===== src/rtl/shift_unit.sv =====
// Multi-cycle barrel-free shifter: SLL/SRL/SRA/ROR, up to STEP positions per cycle,
// with valid/ready handshakes on both sides.
module shift_unit #(
  parameter int WIDTH   = 8,
  parameter int SHAMT_W = 5,
  parameter int STEP    = 1
) (
  input  logic               clk,
  input  logic               rst_n,
  input  logic               in_valid,
  output logic               in_ready,
  input  logic [WIDTH-1:0]   in_data,
  input  logic [SHAMT_W-1:0] shamt,
  input  logic [1:0]         mode,
  output logic               out_valid,
  input  logic               out_ready,
  output logic [WIDTH-1:0]   out_data,
  output logic               out_carry,
  output logic               out_zero
);

  localparam int LW = $clog2(WIDTH);
  localparam int CW = LW + 1;
  localparam int MW = (SHAMT_W > CW) ? SHAMT_W : CW;

  typedef enum logic [1:0] {IDLE, SHIFT, DONE} state_t;

  state_t           state;
  logic [WIDTH-1:0] work;
  logic             carry;
  logic [CW-1:0]    rem;
  logic [1:0]       mode_q;

  logic [MW-1:0]    sh_ext;
  logic [CW-1:0]    eff;
  logic [WIDTH-1:0] nxt_work;
  logic             nxt_carry;
  logic [CW-1:0]    nxt_rem;

  always_comb begin
    sh_ext = MW'(shamt);
    if (mode == 2'b11)
      eff = CW'(shamt[LW-1:0]);
    else if (sh_ext >= MW'(WIDTH))
      eff = CW'(WIDTH);
    else
      eff = CW'(sh_ext);
  end

  // Up to STEP single-bit shifts per cycle, stopping early when fewer remain.
  always_comb begin
    nxt_work  = work;
    nxt_carry = carry;
    for (int unsigned i = 0; i < STEP; i++) begin
      if (i < 32'(rem)) begin
        case (mode_q)
          2'b00: begin
            nxt_carry = nxt_work[WIDTH-1];
            nxt_work  = {nxt_work[WIDTH-2:0], 1'b0};
          end
          2'b01: begin
            nxt_carry = nxt_work[0];
            nxt_work  = {1'b0, nxt_work[WIDTH-1:1]};
          end
          2'b10: begin
            nxt_carry = nxt_work[0];
            nxt_work  = {nxt_work[WIDTH-1], nxt_work[WIDTH-1:1]};
          end
          default: begin
            nxt_carry = nxt_work[0];
            nxt_work  = {nxt_work[0], nxt_work[WIDTH-1:1]};
          end
        endcase
      end
    end
    nxt_rem = (rem > CW'(STEP)) ? rem - CW'(STEP) : '0;
  end

  always_ff @(posedge clk or negedge rst_n) begin
    if (!rst_n) begin
      state     <= IDLE;
      in_ready  <= 1'b1;
      out_valid <= 1'b0;
      out_zero  <= 1'b1;
      work      <= '0;
      carry     <= 1'b0;
      rem       <= '0;
      mode_q    <= '0;
    end else begin
      case (state)
        IDLE: begin
          if (in_valid) begin
            work     <= in_data;
            mode_q   <= mode;
            carry    <= 1'b0;
            rem      <= eff;
            in_ready <= 1'b0;
            if (eff == '0) begin
              state     <= DONE;
              out_valid <= 1'b1;
              out_zero  <= (in_data == '0);
            end else begin
              state <= SHIFT;
            end
          end
        end
        SHIFT: begin
          work  <= nxt_work;
          carry <= nxt_carry;
          rem   <= nxt_rem;
          if (nxt_rem == '0) begin
            state     <= DONE;
            out_valid <= 1'b1;
            out_zero  <= (nxt_work == '0);
          end
        end
        DONE: begin
          if (out_ready) begin
            state     <= IDLE;
            out_valid <= 1'b0;
            in_ready  <= 1'b1;
          end
        end
        default: begin
          state     <= IDLE;
          out_valid <= 1'b0;
          in_ready  <= 1'b1;
        end
      endcase
    end
  end

  assign out_data  = work;
  assign out_carry = carry;

endmodule


===== config.mk =====
export PLATFORM = sky130hd
export DESIGN_NAME = shift_unit
export DESIGN_NICKNAME = d
export VERILOG_FILES = /design/src/rtl/shift_unit.sv
export SDC_FILE = /design/constraint.sdc
export NUM_CORES = 1
export LEC_CHECK = 0
export ABC_AREA = 1
export BUFFER_PORTS_ARGS = -buffer_cell sky130_fd_sc_hd__buf_4
export CORE_UTILIZATION = 30
export CTS_BUF_LIST = sky130_fd_sc_hd__clkbuf_16
export DETAILED_ROUTE_END_ITERATION = 10
export GPL_ROUTABILITY_DRIVEN = 0
export REMOVE_ABC_BUFFERS = 1
export SYNTH_ARGS = -nofsm -noshare
export SYNTH_HDL_FRONTEND = slang
export SYNTH_SLANG_ARGS = --single-unit

===== constraint.sdc =====
create_clock -name clk -period 4.6 [get_ports clk]
set_clock_uncertainty 0.1 [all_clocks]
set_input_delay 0.69 -clock clk [delete_from_list [all_inputs] [get_ports clk]]
set_output_delay 0.69 -clock clk [all_outputs]
set_load 0.01 [all_outputs]

### Word-level counts from Yosys, hierarchy flattened

Index checks and enable logic that the tools add are counted.
Widths: inputs -> output; s select.

* input port bits: 19
* flip-flop bits (word level): 20
* logic and storage cells: 66
* output and inout port bits: 12

* reduce and logical (&&, ||, !) cells: 14
* eq/ne operators: 10
* bitwise operators: 1
* add/subtract/negate cells: 1
* $lt $le $gt $ge: 3
* mux-type cells: 29

Operator list (number)
* $pmux 8 s3: 1
* $logic_not 8->1: 2
* $mux 4: 4
* $mux 8: 2
* $pmux 8 s2: 1
* $mux 1: 11
* $ne 2x2->1 const B: 5
* $reduce_and 3->1: 3
* $logic_not 4->1: 2
* $mux 2: 4
* $pmux 4 s2: 1
* $reduce_and 4->1: 2
* $eq 2x2->1 const B: 3
* $pmux 1 s3: 2
* $pmux 2 s3: 1
* $ge 5x4->1 const B: 1
* $eq 2x1->1 const B: 2
* $gt 4x1->1 const B: 1
* $logic_not 2->1: 2
* $lt 1x4->1 const A: 1
* $pmux 1 s2: 2
* $reduce_and 2->1: 2
* $sub 4x1->4 const B: 1
* $reduce_bool 2->1: 1
* $not 1->1: 1

### Logic depth before layout (Yosys ltp)

Gate-level depths: netlist of run 1.

* depth in word-level cells: 7
* gate-level depth with buffers: 13
* mapped depth without buffers: 12

### Worst setup path before layout of run 1

No wires, ideal clock.

* kind: input port to flip-flop
* start point: input shamt[3]
* end point: register out_valid
* stages: 6
* slack: 2.903 ns
* data required time: 4.377 ns
* path buffers: 0
* setup time: 0.123 ns
* arrival time: 1.474 ns
* cells stage by stage: o21ai_2 > nand3_1 > o21ai_0 > nand2_1 > o21ai_0 > nand2_1

* longest elaborated chain between the ends: 6

Ends and longest elaborated chain
* start: declaration: RTL line 13 `input logic [SHAMT_W-1:0] shamt,`
* $ge 5x4->1: RTL line 44 `else if (sh_ext >= MW'(WIDTH))`
* $mux 4 (*): RTL line 44
* $mux 4 (*): RTL line 42 `if (mode == 2'b11)`
* $logic_not 4->1 (*): RTL line 98 `if (eff == '0) begin`
* $ne 2x2->1 (no line) (*)
* $reduce_and 4->1 (no line) (*)
* end signal: assignment: RTL line 100 `out_valid <= 1'b1;`
* end signal: assignment: RTL line 113 `out_valid <= 1'b1;`
* end signal: assignment: RTL line 120 `out_valid <= 1'b0;`
* end: declaration: RTL line 15 `output logic out_valid,`

Mark *: on every way between the ends. The rest lies on a longest branch, timed or not.
A chain may end at the register's enable or synchronous reset.

### Final worst setup path of run 1

* start point: register rem[0]
* end point: register out_zero

* longest elaborated chain between the ends: 5
* elaborated cells on any way between the ends: 11
* those cells by class: add/sub: 1; order compare: 2; eq/ne: 1; mux: 4; reduce/logical: 3

Ends and longest elaborated chain
* start: declaration: RTL line 31 `logic [CW-1:0] rem;`
* start signal: assignment: RTL line 110 `rem <= nxt_rem;`
* $sub 4x1->4, or another cell as far along: RTL line 76 `nxt_rem = (rem > CW'(STEP)) ? rem - CW'(STEP) : '0;`
* $mux 4 or $mux 8 (tied branches): RTL line 76, 55
* $logic_not 4->1 or $logic_not 8->1 (tied branches): RTL line 111, 114
* $ne 2x2->1 (no line) or $mux 1 (tied branches)
* $reduce_and 4->1 (no line) or $pmux 1 s2 (tied branches)
* end signal: assignment: RTL line 101 `out_zero <= (in_data == '0);`
* end signal: assignment: RTL line 114 `out_zero <= (nxt_work == '0);`
* end: declaration: RTL line 19 `output logic out_zero`

Several ways; a longest one is shown, not always the timed one. The select of a mux whose other input is x is not followed.

==> flow_summary_export.csv, run 1 <==
group,metric,value,unit
status,status,"finished, final reports clean",
synthesis,avgSynthCellArea,7.354,µm²
clock_tree,postCtsSetupBuffers,0,
run,max_cap_violations,0,
global_routing,grt_pass1_vias,1257,
global_routing,overflow,0,
clock_tree,root_buffer,"clkbuf_16",
sta,final-max-slew-violation-count,0,
die,core_area,4029,µm²
final_layout,nFillCells,442,
clock_tree,cts.sinks,20,
worst_hold_path,hold_path_class,"input pin to asynchronous set/reset pin",
drt,vias,1245,
placement,placed_cells,250,
clock_tree,cts_resized,0,
sta,period_share,0.4263,
sta,finalSetupTns,0,ns
sta,tightest_slew,0.6014,ns
sta,slew_headroom,0.5986,
clock_tree,h-tree-depth,1,
sta,period_needed,1.961,ns
die,die_area,4480,µm²
global_routing,grt_first_pass_wirelength,5.678,mm
synthesis,synth_seq_area_share,0.3976,
clock_tree,clock_latency,0.25,ns
placement,dp_hpwl,2.493,mm
sta,rsz0062_at_grt,"no",
clock_tree,clk_path_buf_depth,2,
worst_setup_path,r2r_slack,2.64,ns
worst_setup_path,path_cells,"inv_1 -> ha_1 -> nand2_1 -> or2_2 -> nand2_1 -> nand2_1 -> nor2_1 -> nand2_1 -> nand2_1 -> nand2_1 -> nand2_1",
worst_setup_path,cp_slowest_cell,"dfrtp_1",
die,die_x,66.94,µm
synthesis,netlist_area,1265,µm²
final_layout,syn_to_final_growth,27.70,%
sta,hold_viol,0,
sta,finalSetupViolCount,0,
final_layout,final_nets,227,
drt,ant_nets,0,
clock_tree,path_clk_slew,0.06,ns
synthesis,synth_top_area_share,0.3561,
worst_setup_path,arrival,2.06,ns
die,initial_utilization,0.3140,
clock_tree,cts_tree,"yes",
drt,routed_via_density,4.902,
drt,wl_per_cell,13.09,µm
global_routing,track_usage,0.1693,
worst_setup_path,crit_path_max_incr_delay,0.40,ns
die,ios,31,
synthesis,synth_seq_cells,20,
pwr,ir_drop,0.3281,mV
die,die_h,66.94,µm
global_routing,grt_start_max_net_pins,21,
worst_setup_path,crit_type,"flop to flop",
clock_tree,cts_hold_buffers,0,
clock_tree,cts_buffers,3,
drt,route.detailed.drc,0,
drt,wirelength,3.324,mm
worst_setup_path,cp-end-kind,"flop",
placement,io_buffers,30,
worst_setup_path,crit_top_cell,"nand2_1",
worst_setup_path,start_kind,"flop",
final_layout,drive_above_1_share,0.2402,
drt,drtIter0Drc,48,
worst_setup_path,crit_required,4.70,ns
final_layout,diodes,0,
synthesis,yosysTopAreaCell,"dfrtp_1",
final_layout,finalNonFillerCells,254,
global_routing,antenna_found_initial,0,
synthesis,syn_inst,172,
synthesis,ys_warn_count,0,
pwr,cellLeakagePower,0.8154,nW
pwr,power_density,769.0,nW/µm²
synthesis,ys_top_cells_by_area,"dfrtp_1, nand2_1, nand3_1",
worst_setup_path,crit_fanout,11,
die,rows,23,
sta,max_freq,509.9,MHz
drt,drt_pass1_iterations,4,
synthesis,synth.distinct_cells,31,
## registers in the layout (all words and copies together), names as in the netlist
signal	count
mode_q	2
out_data	8
out_zero	1
out_carry	1
state	2
out_valid	1
in_ready	1
rem	4
## metrics by stage
| step | util | instance area (µm²) | setup WS (ns) | hold slack (ns) | total power, mW |
|---|---|---|---|---|---|
| finish | 0.4009 | 1615 | 2.639 | 0.2135 | 1.242 |
| detailed placement | 0.3814 | 1536 | 2.486 | 0.3644 | 1.063 |
| floorplan | - | 1249 | 2.859 | 0.2944 | 0.8310 |
| CTS | 0.4009 | 1615 | 2.626 | 0.2269 | 1.250 |
| global route | 0.4009 | 1615 | 2.421 | 0.2363 | 1.375 |
| global placement | 0.3814 | 1536 | 2.520 | 0.3623 | 1.062 |
## final cells by class
cell class	count	area, µm²	share of cell area
Clock buffer	3	75.07	0.04648
Clock inverter	1	3.754	0.002324
Inverter	21	80.08	0.04957
Multi-Input combinational cell	129	665.6	0.4121
Sequential cell	20	503.0	0.3114
Tap cell	50	62.56	0.03873
Timing Repair Buffer	30	225.2	0.1394
## power by group
group          switching [mW]  total [mW]  internal [mW]  leakage (nW)
Sequential             0.0877       0.356          0.269         0.241
Combinational           0.432       0.703          0.272         0.536
Clock                  0.0665       0.182          0.116        0.0385
## placed cells by master, fill, tap and decap left out, types with 2 or more instances in the layout
cell / instances
nor2_2: 4
inv_1: 17
buf_4: 30
nor2_1: 3
or2_2: 2
nor4_1: 2
o21ai_0: 6
o221ai_1: 6
ha_1: 3
nand3_1: 18
dfrtp_1: 18
dfstp_2: 2
nand2_1: 64
clkbuf_16: 3
inv_2: 3
a21oi_1: 5
o211ai_1: 3
## logic make-up (layout without fill, tap and decap cells)
family / after synthesis / count (layout) / share of synthesized area
adders and majority gates: 3 / 3 / 0.02968
DFF: 20 / 20 / 0.3976
xor gates and xnor gates: 1 / 1 / 0.006925
AOI/OAI and AO/OA: 26 / 26 / 0.1395
and+or+nand+nor: 99 / 99 / 0.3501
buffers and inverters: 23 / 55 / 0.07615
## synthesized netlist by cell type, drive strengths merged
cell type / number
o31ai: 1
nor3: 1
nand3: 19
or2: 2
o211ai: 3
nand2: 65
o21ai: 7
buf: 2
nand4: 1
nor4: 2
ha: 3
o221ai: 6
clkinv: 1
nor2: 8
o21bai: 1
dfstp: 2
xor2: 1
a211oi: 1
o22ai: 1
a21oi: 5
inv: 20
a22o: 1
dfrtp: 18
nand3b: 1
## final timing paths
check | startpoint | endpoint | depth (start not counted)
max reg2reg | rem[0] | out_zero | 11
min in group clk | out_zero | out_zero | 2
min | rst_n | out_data[3] | 1
max | rem[0] | out_zero | 11
max in group asynchronous | rst_n | in_ready | 1
min reg2reg | out_zero | out_zero | 2
## metal layers
layer | share of wire | up-vias | global-route usage
li1 | - | 636 | -
met1 | 0.47 | 579 | 0.2206
met2 | 0.49 | 25 | 0.2929
met3 | 0.036 | 5 | 0.02226
met4 | 0.0084 | 0 | 0.03989
met5 | 0 | - | 0
## worst max-delay path: cells and delay by family (launching register included)
family        cells  cell delay (ns)
flops             1             0.40
fa+ha+maj         1             0.16
buf+inv           1             0.15
simple gates      9             1.12
Note: power is estimated with default switching activity, not from simulation.
==> run 2, diff against run 1 <==
--- a/config.mk
+++ b/config.mk
@@ -5,7 +5,7 @@
 export SDC_FILE = /design/constraint.sdc
 export NUM_CORES = 1
 export LEC_CHECK = 0
-export ABC_AREA = 1
+export ABC_AREA = 0
 export BUFFER_PORTS_ARGS = -buffer_cell sky130_fd_sc_hd__buf_4
 export CORE_UTILIZATION = 30
 export CTS_BUF_LIST = sky130_fd_sc_hd__clkbuf_16
==> constraint.sdc (replaced) <==
create_clock -name clk -period 1.9 [get_ports clk]
set_clock_uncertainty 0.1 [all_clocks]
set_input_delay 0.285 -clock clk [delete_from_list [all_inputs] [get_ports clk]]
set_output_delay 0.285 -clock clk [all_outputs]
set_load 0.01 [all_outputs]
==> run 2 against run 1 <==
The run now ends with negative setup slack left; die area is 4.1% higher; clock-buffer cell count unchanged; clock power grew to 3.2 times the previous value; routed wire length is 23% higher; register-to-register slack got worse by 2.8 ns; non-clock buffer count up 26; synthesized area increased by 4.3%; sequential power rose to 2.7 times the previous value; maximum frequency fell by 4.9%; critical path type unchanged; critical endpoint unchanged; largest cell class unchanged.
==> flow_summary_export.csv, run 2 <==
group,metric,value,unit
synthesis,synth_common_cells,"dfrtp_1, nand2_1, o21ai_0",
clock_tree,postCtsSetupBuffers,0,
synthesis,ys_warn_count,0,
synthesis,synth.distinct_cells,50,
sta,hold_ws,0.1375,ns
run,max_cap_violations,0,
final_layout,syn_to_final_growth,45.07,%
pwr,power_density,2033,nW/µm²
global_routing,antenna_found_initial,0,
synthesis,yosysTopAreaCell,"dfrtp_1",
synthesis,synth_seq_area_share,0.3814,
global_routing,overflow,0,
sta,finalSetupViolCount,3,
drt,vias,1434,
worst_setup_path,cp-end-kind,"flop",
worst_setup_path,r2r_cells,7,
placement,dp_hpwl,2.976,mm
worst_setup_path,crit_type,"flop to flop",
global_routing,track_usage,0.1876,
worst_setup_path,start_kind,"flop",
clock_tree,path_clk_slew,0.06,ns
die,die_area,4665,µm²
die,die_x,68.30,µm
final_layout,diodes,0,
final_layout,fin_util,0.4649,
worst_setup_path,startpoint,"rem[1]",
placement,placed_cells,241,
synthesis,avgSynthCellArea,9.033,µm²
clock_tree,root_buffer,"clkbuf_16",
sta,setup_ws,-0.1631,ns
pwr,cellLeakagePower,0.8582,nW
synthesis,ys_top_cells_by_area,"dfrtp_1, nand2_1, a221o_1",
worst_setup_path,crit_required,1.98,ns
clock_tree,cts.sinks,20,
sta,period_needed,2.063,ns
sta,final-max-slew-violation-count,0,
worst_setup_path,crit_path_max_incr_delay,0.40,ns
synthesis,synth-edff-count,0,
drt,wirelength,4.082,mm
die,die_h,68.30,µm
synthesis,netlist_area,1319,µm²
synthesis,synth.most_common_cell,"dfrtp_1",
final_layout,multi_input_area,800.8,µm²
drt,drt_pass1_iterations,5,
die,ios,31,
final_layout,regArea,503.0,µm²
worst_setup_path,crit_fanout,5,
synthesis,synth_seq_cells,20,
worst_setup_path,arrival,2.14,ns
final_layout,nFillCells,402,
die,rows,23,
synthesis,syn_inst,146,
sta,max_freq,484.7,MHz
sta,period_share,1.086,
final_layout,drive_above_1_share,0.4082,
clock_tree,cts_tree,"yes",
drt,wl_per_cell,16.59,µm
drt,route.detailed.drc,0,
worst_hold_path,hold_path_class,"input pin to flop",
drt,ant_nets,0,
final_layout,final_common_cell,"buf_4",
worst_setup_path,r2r_slack,-0.16,ns
status,status,"finished, violations left",
final_layout,largest_reg_flops,8,
clock_tree,cts_buffers,3,
drt,routed_via_density,5.829,
sta,hold_viol,0,
worst_hold_path,hp-start,"out_ready",
pwr,ir_drop,0.7313,mV
sta,slew_headroom,0.6230,
synthesis,synthFlopType,"dfrtp_1",
global_routing,grt_first_pass_wirelength,6.375,mm
die,core_area,4115,µm²
status,violations,"negative setup slack",
sta,finalSetupTns,-0.2085,ns
worst_setup_path,r2r-start,"rem[1]",
clock_tree,clock_latency,0.25,ns
die,initial_utilization,0.3205,
worst_setup_path,crit_path_end,"out_zero",
final_layout,final_cell_mix,"buf_4, dfrtp_1, nand2_1, o21ai_0, nor2_1",
final_layout,final_nets,219,
clock_tree,h-tree-depth,1,
drt,drtIter0Drc,110,
synthesis,async_flop_share,1.000,
global_routing,grt_start_max_net_pins,21,
placement,io_buffers,30,
final_layout,finalNonFillerCells,246,
pwr,power,3.889,mW
synthesis,synth_top_area_share,0.3416,
clock_tree,clk_path_buf_depth,2,
sta,rsz0062_at_grt,"yes",
global_routing,grt_pass1_vias,1388,
sta,tightest_slew,0.5621,ns
worst_setup_path,timing.rr.end,"out_zero",
worst_setup_path,cp_slowest_cell,"dfrtp_1",
worst_setup_path,path_cells,"inv_2 -> ha_4 -> or3b_4 -> or3_4 -> a211oi_2 -> nand4_1 -> a22oi_2",
==> run 2: kinds of logic after synthesis <==
family	Yosys count	synth area share
and+or+nand+nor	61	0.2704
adders and majority gates	3	0.02847
muxes	2	0.01613
AOI/OAI and AO/OA	45	0.2486
buffers and inverters	15	0.05503
DFF	20	0.3814
==> run 2: repair_timing <==
item | CTS | global route
resized for setup | 11 | 5
hold buffers | 1 | 0
pin swaps | 3 | 3
endpoints found under the hold margin | 18 | 0
setup endpoints to repair | 7 | 8
==> run 2: per-layer routing <==
metal  routed length, µm  vias to the layer above  global-route usage
met2                2032                       78              0.3382
met3                 283                       16             0.03833
met5                   0                        -                   0
met4                  80                        0             0.07292
met1                1686                      687              0.2136
li1                    -                      653                   -
==> run 2: cell type report <==
cell class / count / area share
multi-input combinational: 111 / 0.4186
timing repair buffer: 56 / 0.2211
tap: 50 / 0.03270
sequential: 20 / 0.2629
clock inverter: 1 / 0.01570
inverter: 5 / 0.009810
clock buffer: 3 / 0.03924
==> run 2: worst max-delay path: cells and delay by family (launching register included) <==
family                     cells  cell delay [ns]
and+or+nand+nor                3             0.87
DFF                            1             0.40
AOI/OAI and AO/OA              2             0.37
adders and majority gates      1             0.14
buffers and inverters          1             0.10
==> run 2: worst min-delay path by stage <==
stage                     slack, ns  cells after the start           to
after detailed placement       0.08                      1  out_data[5]
after CTS                      0.14                      2     state[1]
after floorplan               -0.11                      0    mode_q[0]
after global placement         0.08                      1  out_data[3]
final                          0.14                      2     state[1]
after global routing           0.14                      2     state[1]
==> run 2: where the power goes <==
group	switching, mW	internal (mW)	total (mW)
sequential	0.292	0.657	0.948
combinational	1.12	1.24	2.36
clock	0.167	0.418	0.585
==> run 2: per-stage QoR <==
step           setup slack, ns  cell area (µm²)
6_report               -0.1631             1913
3_5_place_dp           -0.2285             1740
3_3_place_gp           -0.1199             1740
5_1_grt                -0.2277             1913
4_1_cts                -0.1522             1886
2_1_floorplan          -0.1318             1265
